==> config.mk <==
export PLATFORM = sky130hd
export DESIGN_NAME = sharp_mlcd_line_writer
export DESIGN_NICKNAME = d
export VERILOG_FILES = /design/src/rtl/sharp_mlcd_line_writer.sv
export SDC_FILE = /design/constraint.sdc
export NUM_CORES = 1
export LEC_CHECK = 0
export CELL_PAD_IN_SITES_DETAIL_PLACEMENT = 1
export CELL_PAD_IN_SITES_GLOBAL_PLACEMENT = 1
export CORE_ASPECT_RATIO = 1.2
export CORE_MARGIN = 4
export CORE_UTILIZATION = 42
export CTS_CLUSTER_DIAMETER = 60
export DETAILED_ROUTE_END_ITERATION = 6
export PLACE_DENSITY = 0.81
export SLEW_MARGIN = 5
export SYNTH_ARGS = -nofsm -noshare
export SYNTH_HDL_FRONTEND = slang
export SYNTH_SLANG_ARGS = --single-unit
==> constraint.sdc <==
create_clock -name clk_12mhz -period 4 [get_ports clk_12mhz]
set_clock_uncertainty 0.1 [all_clocks]
set_input_delay 0.6 -clock clk_12mhz [delete_from_list [all_inputs] [get_ports clk_12mhz]]
set_output_delay 0.6 -clock clk_12mhz [all_outputs]
set_load 0.05 [all_outputs]
==> src/rtl/sharp_mlcd_line_writer.sv <==
// sharp_mlcd_line_writer
//   Multi-line Sharp memory-LCD writer. Takes static / update / all-clear
//   commands over a valid/ready port, pulls pixel bytes from a stallable
//   valid/ready source and serialises the frame on SCS/SCLK/SI. The VCOM
//   (M1) bit flips after every completed frame.
//
// Ports
//   clk_12mhz, rst        system clock, synchronous active-high reset
//   cmd_valid/cmd_ready   command handshake (ready only while idle)
//   cmd_op                0 static, 1 update, 2 all clear, 3 reserved
//   cmd_first_line        first gate address, 1-based
//   cmd_line_count        number of consecutive lines to update
//   pix_valid/pix_ready   pixel byte handshake, pix_data[7] = leftmost pixel
//   busy                  frame (or reject) in progress
//   cmd_err               one-cycle pulse after a rejected command
//   SCLK, SI, SCS         panel serial interface
module sharp_mlcd_line_writer #(
    parameter int unsigned CLK_DIV     = 12,
    parameter int unsigned LINE_PIXELS = 144,
    parameter int unsigned NUM_LINES   = 168,
    parameter int unsigned SETUP_BITS  = 8,
    parameter int unsigned HOLD_BITS   = 4
) (
    input  logic       clk_12mhz,
    input  logic       rst,
    input  logic       cmd_valid,
    output logic       cmd_ready,
    input  logic [1:0] cmd_op,
    input  logic [7:0] cmd_first_line,
    input  logic [7:0] cmd_line_count,
    input  logic       pix_valid,
    output logic       pix_ready,
    input  logic [7:0] pix_data,
    output logic       busy,
    output logic       cmd_err,
    output logic       SCLK,
    output logic       SI,
    output logic       SCS
);

    function automatic int unsigned max2(input int unsigned a, input int unsigned b);
        return (a > b) ? a : b;
    endfunction

    localparam int unsigned MAX_SEG = max2(max2(LINE_PIXELS, 8), max2(SETUP_BITS, HOLD_BITS));
    localparam int unsigned BW      = $clog2(MAX_SEG);
    localparam int unsigned PW      = $clog2(CLK_DIV);
    localparam int unsigned GW      = $clog2(CLK_DIV + 1);

    typedef enum logic [3:0] {
        S_IDLE,
        S_REJECT,
        S_SETUP,
        S_MODE,
        S_ADDR,
        S_DATA,
        S_LDUMMY,
        S_TDUMMY,
        S_HOLD
    } state_t;

    typedef enum logic [1:0] {
        OP_STATIC = 2'd0,
        OP_UPDATE = 2'd1,
        OP_CLEAR  = 2'd2,
        OP_RSVD   = 2'd3
    } op_t;

    state_t          state, state_next;
    op_t             op_q;
    logic [PW-1:0]   phase;
    logic [BW-1:0]   bit_cnt;
    logic [BW-1:0]   seg_len;
    logic [7:0]      shreg;
    logic [7:0]      shreg_load;
    logic [7:0]      line_addr;
    logic [7:0]      addr_next;
    logic [7:0]      lines_left;
    logic            vcom;
    logic [GW-1:0]   gap_cnt;
    logic [8:0]      last_line;
    logic            cmd_ok;
    logic            idle_ready;
    logic            accept;
    logic            framing;
    logic            serial;
    logic            stall;
    logic            pix_take;
    logic            phase_wrap;
    logic            bit_end;
    logic            last_bit;
    logic            seg_done;

    // ---------------- command qualification ----------------
    assign last_line = {1'b0, cmd_first_line} + {1'b0, cmd_line_count};

    always_comb begin
        cmd_ok = 1'b0;
        case (cmd_op)
            2'd0, 2'd2: cmd_ok = 1'b1;
            2'd1: cmd_ok = (cmd_first_line != 8'd0) && (cmd_line_count != 8'd0) &&
                           (last_line <= 9'(NUM_LINES + 1));
            default: cmd_ok = 1'b0;
        endcase
    end

    // cmd_ready waits one bit period after SCS falls so the panel always
    // sees a minimum SCS-low time between frames.
    assign idle_ready = (state == S_IDLE) && (gap_cnt == '0);
    assign accept     = cmd_valid && idle_ready;
    assign cmd_ready  = idle_ready;

    // ---------------- per-segment decode ----------------
    always_comb begin
        seg_len = BW'(8);
        serial  = 1'b0;
        framing = 1'b1;
        case (state)
            S_IDLE, S_REJECT: framing = 1'b0;
            S_SETUP:          seg_len = BW'(SETUP_BITS);
            S_MODE, S_ADDR, S_LDUMMY, S_TDUMMY: serial = 1'b1;
            S_DATA: begin
                serial  = 1'b1;
                seg_len = BW'(LINE_PIXELS);
            end
            S_HOLD:           seg_len = BW'(HOLD_BITS);
            default:          framing = 1'b0;
        endcase
    end

    // ---------------- bit timing ----------------
    // A byte window opens at phase 0 of every eighth DATA bit; the phase
    // counter stays at 0 (SCLK low) until the source supplies the byte.
    assign pix_ready  = (state == S_DATA) && (phase == '0) && (bit_cnt[2:0] == 3'd0);
    assign pix_take   = pix_ready && pix_valid;
    assign stall      = pix_ready && !pix_valid;
    assign phase_wrap = (phase == PW'(CLK_DIV - 1));
    assign bit_end    = framing && phase_wrap;
    assign last_bit   = (bit_cnt == seg_len - 1'b1);
    assign seg_done   = bit_end && last_bit;

    assign SCS  = framing;
    assign SCLK = serial && (phase >= PW'(CLK_DIV / 2));
    // The incoming byte's MSB is forwarded during the handshake cycle so SI
    // is already valid at phase 0 of the first bit of each byte.
    assign SI   = serial && (pix_ready ? pix_data[7] : shreg[7]);

    // ---------------- FSM ----------------
    always_ff @(posedge clk_12mhz) begin
        if (rst) begin
            state <= S_IDLE;
        end else begin
            state <= state_next;
        end
    end

    always_comb begin
        state_next = state;
        busy       = 1'b1;
        cmd_err    = 1'b0;
        case (state)
            S_IDLE: begin
                busy = 1'b0;
                if (accept) begin
                    state_next = cmd_ok ? S_SETUP : S_REJECT;
                end
            end
            S_REJECT: begin
                cmd_err    = 1'b1;
                state_next = S_IDLE;
            end
            S_SETUP:  if (seg_done) state_next = S_MODE;
            S_MODE:   if (seg_done) state_next = (op_q == OP_UPDATE) ? S_ADDR : S_TDUMMY;
            S_ADDR:   if (seg_done) state_next = S_DATA;
            S_DATA:   if (seg_done) state_next = S_LDUMMY;
            S_LDUMMY: if (seg_done) state_next = (lines_left == 8'd1) ? S_TDUMMY : S_ADDR;
            S_TDUMMY: if (seg_done) state_next = S_HOLD;
            S_HOLD:   if (seg_done) state_next = S_IDLE;
            default:  state_next = S_IDLE;
        endcase
    end

    // ---------------- shift register reload values ----------------
    always_comb begin
        addr_next  = (state == S_LDUMMY) ? line_addr + 8'd1 : line_addr;
        shreg_load = '0;
        case (state_next)
            S_MODE: shreg_load = {op_q == OP_UPDATE, vcom, op_q == OP_CLEAR, 5'b00000};
            // Address goes out LSB first, so it is loaded bit-reversed.
            S_ADDR: begin
                for (int unsigned i = 0; i < 8; i++) begin
                    shreg_load[7 - i] = addr_next[i];
                end
            end
            default: shreg_load = '0;
        endcase
    end

    // ---------------- datapath ----------------
    always_ff @(posedge clk_12mhz) begin
        if (rst) begin
            op_q       <= OP_STATIC;
            phase      <= '0;
            bit_cnt    <= '0;
            shreg      <= '0;
            line_addr  <= '0;
            lines_left <= '0;
            vcom       <= 1'b0;
            gap_cnt    <= '0;
        end else begin
            if (gap_cnt != '0) begin
                gap_cnt <= gap_cnt - 1'b1;
            end
            if (accept) begin
                op_q       <= op_t'(cmd_op);
                line_addr  <= cmd_first_line;
                lines_left <= cmd_line_count;
                phase      <= '0;
                bit_cnt    <= '0;
                shreg      <= '0;
            end
            if (framing) begin
                if (!stall) begin
                    phase <= phase_wrap ? '0 : phase + 1'b1;
                end
                if (pix_take) begin
                    shreg <= pix_data;
                end
                if (bit_end) begin
                    if (last_bit) begin
                        bit_cnt <= '0;
                        shreg   <= shreg_load;
                    end else begin
                        bit_cnt <= bit_cnt + 1'b1;
                        shreg   <= {shreg[6:0], 1'b0};
                    end
                end
                if (seg_done && state == S_LDUMMY) begin
                    line_addr  <= addr_next;
                    lines_left <= lines_left - 8'd1;
                end
                if (seg_done && state == S_HOLD) begin
                    vcom    <= ~vcom;
                    gap_cnt <= GW'(CLK_DIV);
                end
            end
        end
    end

endmodule

Word level (Yosys, flattened, before mapping)
Cells that the tools add are included.

cells by class
  add/subtract/negate cells = 7
  magnitude comparators = 2
  eq/ne operators = 17
  muxes and demuxes = 43
  bitwise gates (word level) = 1
  reduce and logical (&&, ||, !) cells = 27

operator list
  operator                                                                          count
  8-bit 2-to-1 mux                                                                  16
  4-bit 2-to-1 mux                                                                  15
  4-bit one-hot mux with 8 select lines                                             1
  8-bit one-hot mux with 2 select lines                                             2
  4-bit by 3-bit equality test with 1-bit output, second input constant             5
  8-bit by 1-bit adder with 8-bit output, second input constant                     2
  8-bit nonzero test                                                                2
  8-bit by 1-bit subtractor with 8-bit output, second input constant                2
  1-bit logical AND                                                                 14
  4-bit by 2-bit equality test with 1-bit output, second input constant             3
  4-bit zero test                                                                   3
  8-bit by 8-bit adder with 9-bit output                                            1
  9-bit by 8-bit less-or-equal comparator with 1-bit output, second input constant  1
  4-bit equality test, second input constant                                        2
  8-bit by 1-bit equality test with 1-bit output, second input constant             1
  8-bit equality test                                                               1
  7-bit OR reduction                                                                1
  2-bit 2-to-1 mux                                                                  3
  1-bit 2-to-1 mux                                                                  5
  5-bit OR reduction                                                                1
  4-bit by 1-bit adder with 4-bit output, second input constant                     1
  2-bit by 1-bit equality test with 1-bit output, second input constant             2
  2-bit equality test, second input constant                                        2
  4-bit by 1-bit equality test with 1-bit output, second input constant             1
  other kinds (10)                                                                  10

storage, ports and cells
  register bits = 47
  input port bits = 30
  output and inout port bits = 7
  logic and storage cells = 106

Depth between registers and ports, before layout
Gate-level depths: netlist of the first run.

  word-level depth = 12
  depth in mapped cells = 12

Least setup slack after synthesis of the first run
Ideal clock, no wire load.

  path kind = flip-flop to flip-flop
  start point = register state[2]
  end point = register shreg[5]
  setup time = 0.070 ns
  data arrival time = 3.293 ns
  required time = 3.830 ns
  slack = 0.537 ns
  stages on the path, launching flop included = 10
  path buffers = 1
  clock period less this slack = 3.463 ns
  path through = dfxtp_1 clkbuf_1 or4_1 nor2_1 and2_1 nand2_1 a221oi_2 o2111a_1 mux2i_1 a21oi_1

on the way
  elaborated cells on any way between the ends = 38
  classes of those cells = add/sub: 1; eq/ne: 10; mux: 18; reduce/logical: 9

RTL lines
  item                                                                                                                     RTL line  source
  start, declared                                                                                                          69        state_t state, state_next;
  start signal, assigned                                                                                                   153       state <= state_next;
  4-bit zero test (*)                                                                                                      109       assign idle_ready = (state == S_IDLE) && (gap_cnt == '0);
  1-bit logical AND (*)                                                                                                    109
  named net cmd_ready                                                                                                      27        output logic cmd_ready,
  1-bit logical AND (*)                                                                                                    110       assign accept = cmd_valid && idle_ready;
  4-bit 2-to-1 mux                                                                                                         164       if (accept) begin
  4-bit one-hot mux with 8 select lines                                                                                    161       case (state)
  4-bit by 3-bit equality test with 1-bit output / 4-bit by 2-bit equality test with 1-bit output (equally long branches)  187       case (state_next)
  8-bit one-hot mux with 2 select lines                                                                                    187
  8-bit 2-to-1 mux                                                                                                         230       if (last_bit) begin
  8-bit 2-to-1 mux                                                                                                         229       if (bit_end) begin
  8-bit 2-to-1 mux (*)                                                                                                     222       if (framing) begin
  end signal, assigned                                                                                                     227       shreg <= pix_data;
  end signal, assigned                                                                                                     232       shreg <= shreg_load;
  end signal, assigned                                                                                                     235       shreg <= {shreg[6:0], 1'b0};
  end, declared                                                                                                            74        logic [7:0] shreg;

Mark *: on every way through the listed nets, which the timed path passes. The rest lies on a longest branch.
A chain may end at the register's enable or synchronous reset.

Worst setup path in the final report of the first run
  start point = input cmd_line_count[0]
  end point = register shreg[6]

on the way
  word-level cells in the longest chain between the ends = 12
  elaborated cells on any way between the ends = 15
  classes of those cells = add/sub: 1; order compare: 1; eq/ne: 2; mux: 8; reduce/logical: 3

ends and longest elaborated chain
  item                                                                                                                     RTL line  source
  start, declared                                                                                                          30        input logic [7:0] cmd_line_count,
  8-bit by 8-bit adder with 9-bit output / 8-bit nonzero test (equally long branches)                                      95, 101
  9-bit by 8-bit less-or-equal comparator with 1-bit output / 1-bit logical AND (equally long branches)                    102, 101
  1-bit logical AND (*)                                                                                                    101       2'd1: cmd_ok = (cmd_first_line != 8'd0) && (cmd_line_count != 8'd0) &&
  1-bit one-hot mux with 2 select lines (*)                                                                                99        case (cmd_op)
  2-bit 2-to-1 mux (*)                                                                                                     165       state_next = cmd_ok ? S_SETUP : S_REJECT;
  4-bit 2-to-1 mux (*)                                                                                                     164
  4-bit one-hot mux with 8 select lines (*)                                                                                161
  4-bit by 3-bit equality test with 1-bit output / 4-bit by 2-bit equality test with 1-bit output (equally long branches)  187
  8-bit one-hot mux with 2 select lines (*)                                                                                187
  8-bit 2-to-1 mux (*)                                                                                                     230
  8-bit 2-to-1 mux (*)                                                                                                     229
  8-bit 2-to-1 mux (*)                                                                                                     222

Mark *: on every way between the ends. The rest lies on a longest branch, timed or not.

==> impl_results.md, run 1 <==
- Skew-Pair Late Insertion Delay: 320 ps
- Final net count: between 500 and 600
- Gpl congestion: 0.885
- RSZ-0062 raised after global routing: no
- Per-cell routed wire length: about 19 um
- Avg Inst Size Synth: 7.73 sq um
- Post-synth cell types: 64
- Total GRT Usage: 22.7%
- P_leak: 1.41 nW
- Reg2Reg Launch Point: state[3]
- Placed wire-length estimate: 7920 um
- Crit path launch: cmd_line_count[0]
- Total power: 0.00173 W
- Hold Slack: ~380 ps
- Measured slew at the worst slew-check pin: 796 ps
- Fin. Hold Viols: 0
- Via density: approximately 6.2
- Maximum capacitance violations: 0
- First-pass GRT wire length: 17200 um
- Crit-path slowest cell: a221oi_2
- Pwr/cell area: 440 mW/mm^2
- WP data required: between 4000 and 5000 ps
- DP Cell Count: 553
- CP Launch Type: primary input
- Initial antenna violation count: 0
- Synthesis-to-layout area growth: 17.2%
- First-pass DRT Iterations: 4
- Hold crit path type: reg2reg
- Register area share after synthesis: 28.0%
- Crit path max fanout: 7
- Peak VDD IR: between 0.15 and 0.2 mV
- Max Slew Vio Count: 0
- Aggregate global routing overflow: 0
- Worst endpoint data arrival time: approximately 3800 ps
- Setup TNS: 0 ps
- CP peak stage delay: between 600 and 700 ps
- DRC: 0
- Final std cells w/o fill: 561
- Max frequency: 0.275 GHz
- Status: finished clean
- Postcts setup bufs: 0
- Commonest non-fill, non-tap cell in the layout: nor2_1
- Number of global-route vias before repair: roughly 3600
- Post-route ant nets: 0
- Synth Register Bits: 47
- Reg clk slew, reported paths: around 90 ps
- Ys Warns: 0
- Hold Buf Count CTS: 0
- Most frequent cells in the layout: nor2_1 (53), nand2_1 (48), dfxtp_1 (47), clkdlybuf4s50_1 (36), a21oi_1 (34)
- Standard-cell row count: 35
- CTS tree: built
- Pin count of the biggest net entering global routing: 48
- Input/output buffers: 36
- Fraction of registers with async set/reset: 0%
- Layout cells sized above 1: under 10%
- Number of flops mapped to enable cells by yosys: 0
- Die area: about 0.0095 sq mm
- Via Count: 3492
- Post-Syn Area: between 0.003 and 0.004 sq mm
- CORE AREA: 0.00775 sq mm
- Antenna diodes: 0
- Synth Instances: approximately 430
- Multi-input logic area: 0.00227 sq mm
- Worst-path cell chain: clkdlybuf4s50_1 -> ha_1 -> inv_1 -> fa_1 -> nand2b_1 -> a211oi_1 -> o311a_1 -> nor2_1 -> a221oi_2 -> o2111a_1 -> mux2i_1 -> a21oi_1
- Critical path type: in2reg
- Fin crit period: about 3600 ps
- Clock buffer depth: 2
- Crit end category: flop
- Hold Crit Start: op_q[0]
- Die height: about 110 um
- Post-synthesis net count: 482
- Chip width: 89.6 um
- Filler instances: 982
- Post-Route WL: 10600 um
- Initial drt markers: 183
- Post-layout util: 50.7%
- Fin crit share: 90.9%
- Starting Density: between 40 and 50%
- Cts bufs inserted: 5
- Clk sink count: 47
- CTS resizes: 0
- Clock root buffer: clkbuf_8
- Setup violations, final: 0
- Num ports: 37
- H-tree depth: 2
- Register Area: roughly 940 sq um
- Main synth FF type: dfxtp_1
- Relative slew slack: a little under half
[metal layers]
layer,up-vias,wire length [um],GRT usage (%)
met1,1716,4180,25.4
met5,-,0,0
met3,24,317,2.71
met2,70,5730,41.9
li1,1682,-,-
met4,0,331,8.94
[cells by family (layout without fill, tap and decap cells)]
group,Yosys count,after routing,synth area share (%)
flip-flops,47,47,28.0
AND/OR/NAND/NOR,200,200,31.1
multiplexers,8,8,2.42
AO/OA/AOI/OAI,114,114,23.8
adder cells (fa/ha/maj),18,18,6.94
XOR/XNOR,13,13,3.39
buffers and inverters,34,69,4.33
[where the power goes]
part           total (W)  leakage [nW]  switching (W)  internal (W)
combinational   0.000718         0.965       0.000436      0.000282
sequential      0.000616         0.382      0.0000761      0.000540
clock           0.000397        0.0618       0.000191      0.000206
[critical path, delay by kind of cell]
family                     cells  cell delay (ps)
muxes                          1               80
and+or+nand+nor                2              240
adders and majority gates      2              590
buffers and inverters          2              570
AOI/OAI and AO/OA              5             1710
[sequential cells by signal, summed over array words and instances, names as in the netlist]
register / cells
shreg: 8
op_q: 2
line_addr: 8
lines_left: 8
state: 4
gap_cnt: 4
vcom: 1
bit_cnt: 8
phase: 4
[per-stage QoR]
stage	setup WS (ps)	instance area (sq um)
3_3_place_gp	256	3810
5_1_grt	141	3930
3_5_place_dp	133	3810
4_1_cts	388	3930
2_1_floorplan	537	3360
6_report	366	3930
[worst paths after layout]
| kind | slack [ps] | cells after the start | end |
|---|---|---|---|
| setup / recovery | 370 | 12 | shreg[6] |
| hold / removal | 380 | 2 | op_q[0] |
| setup reg to reg | 520 | 8 | shreg[0] |
| hold reg to reg | 380 | 2 | op_q[0] |
[area by class of cell]
class | instances | area share, %
tap | 92 | 2.93
multi-input combinational | 353 | 57.7
timing repair buffer | 44 | 10.7
inverter | 17 | 1.62
clock inverter | 2 | 0.987
clock buffer | 6 | 2.10
sequential | 47 | 23.9
[synthesized netlist by cell type, drive strengths merged (2+ instances only)]
master	count	share of area [%]
a21oi	34	5.1
a21o	4	0.89
a211o	2	0.52
o2111a	3	1.0
clkbuf	13	1.5
or3	9	1.7
nor4	9	1.9
a222oi	2	0.60
nand4	10	2.1
o21ai	19	2.8
nand3	11	1.6
dfxtp	47	28
nor3b	4	0.89
nor3	16	2.4
inv	17	1.9
o211ai	3	0.82
a311oi	4	1.0
nand2b	6	1.1
mux2i	7	2.1
or4	2	0.56
and3	6	1.3
ha	17	6.3
nor4b	3	1.2
a211oi	5	1.1
buf	4	0.97
nor2	55	6.5
nor2b	5	0.93
a31oi	8	1.5
and2	4	0.75
a22oi	6	1.3
nand3b	7	1.6
a221oi	11	3.2
nand2	48	5.4
xor2	4	1.0
a2111oi	2	0.52
xnor2	9	2.3
(Power assumes the default switching activity.)
==> inputs of run 2 (changes only) <==
--- a/config.mk
+++ b/config.mk
@@ -13,6 +13,7 @@
 export CTS_CLUSTER_DIAMETER = 60
 export DETAILED_ROUTE_END_ITERATION = 6
 export PLACE_DENSITY = 0.81
+export RECOVER_POWER = 50
 export SLEW_MARGIN = 5
 export SYNTH_ARGS = -nofsm -noshare
 export SYNTH_HDL_FRONTEND = slang
==> impl_results.md, run 2 (synthesized netlist as in run 1, its figures left out) <==
- Starting Density: 43.3%
- Hold Buf Count CTS: 0
- Total power: about 0.0017 W
- CTS tree: built
- WP data required: 4150 ps
- Final net count: 516
- Worst endpoint data arrival time: between 3000 and 4000 ps
- Skew-Pair Late Insertion Delay: about 320 ps
- Reg clk slew, reported paths: 90 ps
- Clock root buffer: clkbuf_8
- Setup violations, final: 0
- Total GRT Usage: between 20 and 25%
- Critical path type: in2reg
- Clk sink count: 47
- Maximum capacitance violations: 0
- Post-route ant nets: 0
- Die height: 106 um
- Via density: 6.16
- Antenna diodes: 0
- Per-cell routed wire length: roughly 19 um
- Synthesis-to-layout area growth: 16.7%
- Die area: 0.00949 sq mm
- Register Area: 941 sq um
- Crit path max fanout: 7
- Max frequency: 0.275 GHz
- Num ports: 37
- Chip width: between 80 and 90 um
- Pin count of the biggest net entering global routing: between 40 and 50
- Number of global-route vias before repair: 3574
- Input/output buffers: 36
- Clock buffer depth: 2
- Cts bufs inserted: 5
- Multi-input logic area: 0.00226 sq mm
- Layout cells sized above 1: ~6.0%
- Post-Route WL: 10500 um
- Commonest non-fill, non-tap cell in the layout: nor2_1
- Status: finished clean
- CTS resizes: 0
- Measured slew at the worst slew-check pin: 800 ps
- Initial drt markers: 150
- Fin crit period: 3630 ps
- RSZ-0062 raised after global routing: no
- Filler instances: 986
- Standard-cell row count: 35
- Via Count: between 3000 and 4000
- Peak VDD IR: 0.189 mV
- Initial antenna violation count: 0
- Fin crit share: 90.8%
- Hold crit path type: reg2reg
- Crit end category: flop
- Placed wire-length estimate: 7920 um
- First-pass GRT wire length: ~17000 um
- P_leak: about 1.4 nW
- Worst-path cell chain: clkdlybuf4s50_1 -> ha_1 -> inv_1 -> fa_1 -> nand2b_1 -> a211oi_1 -> o311a_1 -> nor2_1 -> a221oi_2 -> o2111a_1 -> mux2i_1 -> a21oi_1
- Pwr/cell area: 441 mW/mm^2
- Relative slew slack: 46.6%
- CP Launch Type: primary input
- First-pass DRT Iterations: 4
- Setup TNS: 0 ps
- Max Slew Vio Count: 0
- Most frequent cells in the layout: nor2_1 (53), nand2_1 (48), dfxtp_1 (47), a21oi_1 (34), clkdlybuf4s50_1 (34)
- CORE AREA: between 0.007 and 0.008 sq mm
- Aggregate global routing overflow: 0
- Fin. Hold Viols: 0
- CP peak stage delay: 650 ps
- Postcts setup bufs: 0
- Post-Layout Inst Area: 0.00392 sq mm
- Crit-path slowest cell: a221oi_2
- H-tree depth: 2
- Gpl congestion: 0.885
- Placed instance area: between 0.003 and 0.004 sq mm
- DRC: 0
[run 2: area by class of cell]
| class | instances | area share (%) |
|---|---|---|
| Clock inverter | 2 | 0.991 |
| Tap cell | 92 | 2.94 |
| Inverter | 17 | 1.63 |
| Multi-Input combinational cell | 353 | 57.8 |
| Clock buffer | 6 | 2.11 |
| Timing Repair Buffer | 44 | 10.5 |
| Sequential cell | 47 | 24.0 |
[run 2: final timing paths]
kind,start,slack (ps),depth (start not counted),endpoint
worst max-delay path,cmd_line_count[0],370,12,shreg[6]
worst min-delay path,op_q[0],380,2,op_q[0]
worst max register to register,state[3],440,8,shreg[0]
worst min register to register,op_q[0],380,2,op_q[0]
[run 2: worst max-delay path: cells and delay by family]
kind	cells	cell delay, ps
compound gates	5	1710
fa+ha+maj	2	590
buf+inv	2	570
mux	1	80
simple gates	2	240
[run 2: routing by layer]
metal	share of wire (%)	vias up	track usage (%)
li1	-	1680	-
met5	0	-	0
met3	2.7	23	2.71
met4	3.0	0	8.94
met2	54	63	41.9
met1	40	1692	25.4
[run 2: power breakdown]
part | switching [W] | internal, W
Sequential | 0.0000756 | 0.000540
Combinational | 0.000435 | 0.000280
Clock | 0.000191 | 0.000206
[run 2: metrics by stage]
stage	utilization, %	hold slack (ps)	instances	setup WS (ps)
after CTS	50.7	381	561	388
after floorplan	-	345	434	537
after detailed placement	49.2	369	553	133
after global routing	50.5	409	561	141
final	50.5	383	561	368
after global placement	49.2	352	553	256
